`src/rtl/square_root_if.sv`:
```
// rtl/square_root_if.sv - start/done handshake bundle for the square-root unit
//
// Signals:
//   start  requester -> unit   request a new computation (sampled while idle)
//   in     requester -> unit   8-bit unsigned radicand
//   busy   unit -> requester   computation in progress
//   done   unit -> requester   one-cycle pulse, out holds a new result
//   out    unit -> requester   Q8.8 unsigned result
interface square_root_if;
  logic        start;
  logic [7:0]  in;
  logic        busy;
  logic        done;
  logic [15:0] out;

  modport master (
    output start,
    output in,
    input  busy,
    input  done,
    input  out
  );

  modport slave (
    input  start,
    input  in,
    output busy,
    output done,
    output out
  );
endinterface

```
`src/rtl/square_root.sv`:
```
// rtl/square_root.sv - sequential Q8.8 square root of an 8-bit integer
//
// Computes out = floor(sqrt(in * 65536)) with a digit-by-digit restoring
// algorithm, one result bit per clock, 12 clocks from accept to done.
//
// Ports:
//   clk   system clock, rising edge
//   rst   synchronous active-high reset
//   bus   square_root_if slave: start/in in, busy/done/out out
module square_root (
  input  logic         clk,
  input  logic         rst,
  square_root_if.slave bus
);

  typedef enum logic {IDLE, CALC} state_t;

  state_t      state_q;
  logic [23:0] rad_q;   // radicand {in, 16'h0}, consumed two bits per step
  logic [15:0] rem_q;   // partial remainder; stays below 2^14
  logic [11:0] root_q;
  logic [3:0]  cnt_q;   // steps remaining minus one
  logic [15:0] out_q;
  logic        busy_q;
  logic        done_q;

  logic [15:0] rem_shift;
  logic [15:0] trial;
  logic [15:0] diff;
  logic        fits;
  logic [15:0] rem_d;
  logic [11:0] root_d;

  // One restoring step: bring down the next radicand bit pair and try to
  // subtract 4*root+1; success sets the new root bit.
  always_comb begin
    rem_shift = (rem_q << 2) | {14'd0, rad_q[23:22]};
    trial     = {2'b00, root_q, 2'b01};
    diff      = rem_shift - trial;
    fits      = (rem_shift >= trial);
    rem_d     = fits ? diff : rem_shift;
    root_d    = {root_q[10:0], fits};
  end

  always_ff @(posedge clk) begin
    if (rst) begin
      state_q <= IDLE;
      rad_q   <= 24'h0;
      rem_q   <= 16'h0;
      root_q  <= 12'h0;
      cnt_q   <= 4'h0;
      out_q   <= 16'h0;
      busy_q  <= 1'b0;
      done_q  <= 1'b0;
    end else begin
      done_q <= 1'b0;
      case (state_q)
        IDLE: begin
          if (bus.start) begin
            rad_q   <= {bus.in, 16'h0};
            rem_q   <= 16'h0;
            root_q  <= 12'h0;
            cnt_q   <= 4'd11;
            busy_q  <= 1'b1;
            state_q <= CALC;
          end
        end
        CALC: begin
          rad_q  <= rad_q << 2;
          rem_q  <= rem_d;
          root_q <= root_d;
          cnt_q  <= cnt_q - 4'd1;
          if (cnt_q == 4'd0) begin
            out_q   <= {4'h0, root_d};
            done_q  <= 1'b1;
            busy_q  <= 1'b0;
            state_q <= IDLE;
          end
        end
        default: state_q <= IDLE;
      endcase
    end
  end

  assign bus.busy = busy_q;
  assign bus.done = done_q;
  assign bus.out  = out_q;

endmodule

```
`src/flat_wrapper.sv`:
```
// flat-port wrapper written by rule: the top's interface ports become plain ports
module square_root_flat 
  (clk, rst, bus_start, bus_in, bus_busy, bus_done, bus_out);
  square_root_if bus_i ();
  input  logic clk;
  input  logic rst;
  input wire logic [$bits(bus_i.start)-1:0] bus_start;
  input wire logic [$bits(bus_i.in)-1:0] bus_in;
  output wire logic [$bits(bus_i.busy)-1:0] bus_busy;
  output wire logic [$bits(bus_i.done)-1:0] bus_done;
  output wire logic [$bits(bus_i.out)-1:0] bus_out;
  assign bus_i.start = bus_start;
  assign bus_i.in = bus_in;
  assign bus_busy = bus_i.busy;
  assign bus_done = bus_i.done;
  assign bus_out = bus_i.out;
  square_root u_core (.clk(clk), .rst(rst), .bus(bus_i));
endmodule
```
`config.mk`:
```
export PLATFORM = sky130hd
export DESIGN_NAME = square_root_flat
export DESIGN_NICKNAME = d
export VERILOG_FILES = /design/src/rtl/square_root_if.sv /design/src/rtl/square_root.sv /design/src/flat_wrapper.sv
export SDC_FILE = /design/constraint.sdc
export NUM_CORES = 1
export LEC_CHECK = 0
export CAP_MARGIN = 10
export CORE_ASPECT_RATIO = 1.25
export CORE_MARGIN = 3
export CORE_UTILIZATION = 25
export DETAILED_ROUTE_END_ITERATION = 8
export GPL_ROUTABILITY_DRIVEN = 0
export PLACE_DENSITY_LB_ADDON = 0.05
export SETUP_SLACK_MARGIN = 0.2
export SLEW_MARGIN = 10
export SYNTH_ARGS = -nofsm -noshare
export SYNTH_HDL_FRONTEND = slang
export SYNTH_SLANG_ARGS = --single-unit
```
`constraint.sdc`:
```
create_clock -name clk -period 2.3 [get_ports clk]
set_clock_uncertainty 0.2 [all_clocks]
set_input_delay 0.69 -clock clk [delete_from_list [all_inputs] [get_ports clk]]
set_output_delay 0.69 -clock clk [all_outputs]
set_load 0.005 [all_outputs]
```
======== Word level (Yosys, flattened, before mapping) ========
Cells that the tools add are included.
storage, ports and cells
  bits in registers ....................... 69
  input bits .............................. 11
  output and inout port bits .............. 18
  logic and storage cells ................. 35
cells by class
  $add $sub $neg .......................... 2
  $lt $le $gt $ge ......................... 1
  equal/unequal tests ..................... 2
  multiplexer cells ....................... 16
  bitwise logic cells ..................... 2
  reduce and logical (&&, ||, !) cells .... 4
operators with widths
  operator               count
  $pmux W24 S2           1
  $mux W14               2
  $pmux W14 S2           1
  $mux W24               1
  $pmux W12 S2           1
  $ge A16 B14 Y1         1
  $or A16 B2 Y16         1
  $sub A14 B14 Y14       1
  $mux W12               1
  $pmux W4 S2            1
  $mux W1                5
  $logic_not A4 Y1       1
  $mux W4                1
  $ne A2 B2 Y1 const B   2
  $pmux W1 S2            2
  $reduce_and A2 Y1      2
  $sub A4 B1 Y4 const B  1
  $reduce_or A2 Y1       1
  $not A1 Y1             1

======== Longest topological paths before layout ========
  depth in word-level cells ............... 4
  depth in mapped cells ................... 10
  mapped depth without buffers ............ 8

======== Worst setup path before layout ========
No wires, ideal clock.
  path kind ............................... reg2reg
  start ................................... reg u_core.root_q[7]
  end ..................................... reg u_core.rem_q[11]
  setup time .............................. 0.122 ns
  data arrival time ....................... 1.948 ns
  required time ........................... 1.978 ns
  path slack .............................. 0.030 ns
  cell stages (with the launch flop) ...... 10
  path buffers ............................ 1
  period minus slack after synthesis ...... 2.270 ns
  path through ............................ dfxtp_1 -> inv_1 -> ha_1 -> buf_6 -> a211oi_2 -> o211ai_1 -> a21oi_2 -> o21ai_4 -> and2_1 -> a221o_1
on the way
  cells in the longest elaborated chain, start to end .. 3
  elaborated cells between the ends (all ways) .. 4
  classes of those cells .................. 1 x add/sub; 1 x order compare; 2 x mux
RTL lines
  item                                                line                                  source
  start: declaration                                  square_root.sv:21                     logic [11:0] root_q;
  start signal: assignment                            square_root.sv:71                     root_q <= root_d;
  $sub A14 B14 Y14 or $ge A16 B14 Y1 (tied branches)  square_root.sv:39, square_root.sv:40
  $mux W14 *                                          square_root.sv:41                     rem_d = fits ? diff : rem_shift;
  $pmux W14 S2 *                                      square_root.sv:57                     case (state_q)
  end signal: assignment                              square_root.sv:70                     rem_q <= rem_d;
  end: declaration                                    square_root.sv:20                     logic [15:0] rem_q;
Mark *: on every way between the ends. The rest lies on a longest branch, timed or not.
A chain may end at the register's enable or synchronous reset.

======== Final worst setup path ========
  start ................................... reg u_core.root_q[7]
  end ..................................... reg u_core.rem_q[13]
Same word-level chain as after synthesis.

==> run summary <==
* **Die Height** 126 µm
* **XOR/XNOR share of the synthesized area** 2.72%
* **aggregate global routing overflow** 0
* **die outline area** 12,900 µm²
* **async set-reset flop share out of synthesis** 0%
* **library cell used as clock root buffer** sky130_fd_sc_hd__clkbuf_16
* **clk buf depth** 2
* **wire length of the first global-routing pass** 13,600 µm
* **maximum VDD drop** 0.474 mV
* **Crit path max-delay family** compound AO/OA/AOI/OAI gates
* **cell count after synthesis** 362
* **Tightest Pin Transition** 638 ps
* **Cell Rows** 43
* **ordered list of cells on the worst path** inv_2 -> ha_4 -> a211oi_2 -> o211ai_1 -> a21oi_2 -> o21ai_4 -> buf_4 -> mux2i_1 -> a221o_1
* **class of the worst hold path** flip-flop to flip-flop
* **Fin Hold WS** 257 ps
* **max capacitance violation total** 0
* **Clk pin slew, worst setup/hold paths** 70 ps
* **WP buf/inv** 2
* **number of buffers inserted by hold repair at cts** 0
* **Final Cycle Share** 98.1%
* **adder and majority gate portion of the synthesized area** 6.91%
* **top cell type's share of synthesized area** 36.6%
* **vias post-DR** 2,711
* **count of buffers inserted at the top-level ports** 24
* **Seq/Total Area, Yosys** 36.6%
* **Tot Pwr** 5.58 mW
* **Antenna Violating Nets Remaining** 0
* **total count of max-transition violations in the final report** 0
* **sum of negative setup slack** 0 ps
* **layout cells sized above 1** 32.5%
* **DPL Wire Length** 6200 µm
* **number of nets in the finished design** 475
* **mux share of post-synthesis cell area** 6.57%
* **top_reg_cell synth** sky130_fd_sc_hd__dfxtp_1
* **simple-gate area share of the yosys netlist** 20.9%
* **Lkg Pwr** 1.70 nW
* **per-cell routed wire length** 13.9 µm
* **Routed Wire Length** 8130 µm
* **core area** 11,200 µm²
* **antenna violations before repair** 0
* **worst-path maximum fanout** 7
* **via count of the first global-routing pass** 2,682
* **setup repair after global routing missed its margin** true
* **distinct cell type count of the synthesized netlist** 48
* **largest family of logic cells by synthesized area** simple AND/OR/NAND/NOR gates
* **required time at the worst-slack endpoint** 2280 ps
* **Residual DRC** 0
* **number of endpoints with negative hold slack in the final report** 0
* **count of state elements after synthesis** 53
* **detail-routed via count per cell** 4.64
* **Worst setup SP type** flip-flop
* **sink count of the clock tree** 53
* **number of DRC markers after the initial detailed-route iteration** 92
* **die width** 102 µm
* **overall routing resource usage** 13.1%
* **per-instance average area after synthesis** 8.00 µm²
* **Critical Path AT** 2240 ps
* **run status** finished clean
* **number of synthesis warnings** 0
* **crit path time final** 2260 ps
* **Compound-Gate Fraction of Synth Area** 19.1%
* **pin count of the biggest net entering global routing** 30
* **top cell type by total area after synthesis** sky130_fd_sc_hd__dfxtp_1
* **Area Growth Syn to Fin** 47.2%
* **final number of setup-violating endpoints** 0
* **cts bufs inserted** 5
* **Fmax achieved** 443 MHz
* **worst-path cell with the longest stage delay** sky130_fd_sc_hd__dfxtp_2
* **n_diodes** 0
* **maximum level of the CTS H-tree** 2
* **TritonCTS clock tree** built
* **detailed-routing iteration count for the pre-antenna-repair pass** 5
* **Ports** 29
* **type of destination of the critical path** flip-flop
* **Post-synth EDFFs** 0
* **Area contributors post-synth** sky130_fd_sc_hd__dfxtp_1 (37%), sky130_fd_sc_hd__a21oi_1 (7.1%), sky130_fd_sc_hd__ha_1 (6.9%)
* **initial core utilization** 25.9%
* **maximum cell stage delay along the critical path** 330 ps
* **class of the most critical setup path** flip-flop to flip-flop
* **worst max-slew margin expressed relative to the limit** 57.3%
* **post-synthesis instance area** 2900 µm²
* **Clk Latency, worst-skew pair** 290 ps
* **power density over the cells** 1310 nW/µm²
[cell type report]
cell class	count	area, µm²
multi-input combinational	267	1930
fill	1179	6930
timing repair buffer	100	847
sequential	53	1070
tap	135	169
inverter	21	78.8
clock buffer	6	129
clock inverter	2	38.8
[state kept, by name, summed over array words and instances (netlist names)]
name and cells:
u_core.rad_q 8, u_core.bus.busy 1, u_core.root_q 12, u_core.state_q 1
u_core.rem_q 14, u_core.bus.done 1, u_core.bus.out 12, u_core.cnt_q 4
[final timing paths]
check	from	to	slack, ps	depth (start not counted)
setup / recovery	u_core.root_q[7]	u_core.rem_q[13]	40	9
hold / removal	u_core.bus.out[9]	u_core.bus.out[9]	260	2
setup reg to reg	u_core.root_q[7]	u_core.rem_q[13]	40	9
hold reg to reg	u_core.bus.out[9]	u_core.bus.out[9]	260	2
[cells by family after synthesis]
logic type | Yosys count
and+or+nand+nor | 133
xor gates and xnor gates | 9
adders and majority gates | 16
other | 1
muxes | 19
buffers and inverters | 45
DFF | 53
AOI/OAI and AO/OA | 86
[worst min-delay path: cells and delay by family, from the launching register on]
family | cells | cell delay (ps)
AO/OA/AOI/OAI | 1 | 50
flip-flops | 1 | 310
AND/OR/NAND/NOR | 1 | 50
[through the flow]
stage	utilization, %	instance area [µm²]	worst slack [ps]	std cells
finish	38.1	4260	43.6	584
global route	38.1	4260	-31.1	584
CTS	36.6	4100	-1.67	577
detailed placement	34.1	3820	-23.2	563
global placement	34.1	3820	-5.28	563
floorplan	-	3040	184	365
[cell usage in the layout, fill, tap and decap left out, types with 3 or more instances in the layout]
master,instances
sky130_fd_sc_hd__nor2_1,42
sky130_fd_sc_hd__nand3_1,6
sky130_fd_sc_hd__ha_4,12
sky130_fd_sc_hd__o21ai_2,4
sky130_fd_sc_hd__buf_4,71
sky130_fd_sc_hd__ha_1,4
sky130_fd_sc_hd__inv_1,12
sky130_fd_sc_hd__nand2_1,40
sky130_fd_sc_hd__clkbuf_16,5
sky130_fd_sc_hd__nor3_1,22
sky130_fd_sc_hd__a21oi_2,6
sky130_fd_sc_hd__inv_2,9
sky130_fd_sc_hd__buf_6,3
sky130_fd_sc_hd__mux2i_1,17
sky130_fd_sc_hd__clkdlybuf4s50_1,24
sky130_fd_sc_hd__conb_1,4
sky130_fd_sc_hd__dfxtp_2,11
sky130_fd_sc_hd__o211ai_1,5
sky130_fd_sc_hd__o21ai_1,11
sky130_fd_sc_hd__xnor2_1,7
sky130_fd_sc_hd__a21oi_1,36
sky130_fd_sc_hd__nand2b_1,4
sky130_fd_sc_hd__nand3b_1,3
sky130_fd_sc_hd__dfxtp_1,42
[power breakdown]
part / leakage [nW] / internal, mW / switching (mW)
logic: 1.18 / 1.95 / 1.64
registers: 0.437 / 1.02 / 0.0974
clock network: 0.0810 / 0.517 / 0.350
[synthesized netlist by cell type (2+ instances only)]
| master | count |
|---|---|
| sky130_fd_sc_hd__a211oi_2 | 2 |
| sky130_fd_sc_hd__nand4_1 | 2 |
| sky130_fd_sc_hd__buf_4 | 4 |
| sky130_fd_sc_hd__o31ai_1 | 4 |
| sky130_fd_sc_hd__mux2i_1 | 19 |
| sky130_fd_sc_hd__nor2_1 | 43 |
| sky130_fd_sc_hd__clkbuf_1 | 15 |
| sky130_fd_sc_hd__xnor2_1 | 8 |
| sky130_fd_sc_hd__o21ai_0 | 5 |
| sky130_fd_sc_hd__nor3_1 | 23 |
| sky130_fd_sc_hd__nand3b_1 | 3 |
| sky130_fd_sc_hd__nand2b_1 | 5 |
| sky130_fd_sc_hd__o21ai_1 | 11 |
| sky130_fd_sc_hd__a22o_1 | 2 |
| sky130_fd_sc_hd__buf_1 | 2 |
| sky130_fd_sc_hd__o2bb2a_1 | 2 |
| sky130_fd_sc_hd__a21oi_2 | 2 |
| sky130_fd_sc_hd__ha_1 | 16 |
| sky130_fd_sc_hd__a211oi_1 | 2 |
| sky130_fd_sc_hd__a221o_1 | 2 |
| sky130_fd_sc_hd__nand2_1 | 40 |
| sky130_fd_sc_hd__dfxtp_1 | 53 |
| sky130_fd_sc_hd__a21oi_1 | 41 |
| sky130_fd_sc_hd__o211ai_1 | 5 |
| sky130_fd_sc_hd__inv_1 | 21 |
| sky130_fd_sc_hd__nand3_1 | 7 |
| sky130_fd_sc_hd__a311oi_1 | 2 |
[metal layers]
metal | part of all wire [%] | global-route usage (%)
met4 | 2.5 | 4.02
met1 | 51 | 18.8
met3 | 1.9 | 1.76
met2 | 45 | 20.3
met5 | 0 | 0
[what timing repair did]
item | CTS | global route
resized for setup | 17 | 27
pin swaps | 13 | 16
hold endpoints to repair | 0 | 0
buffers inserted | 6 | 7
setup endpoints to repair | 16 | 16
No activity file was read; power rests on OpenSTA's default activity.
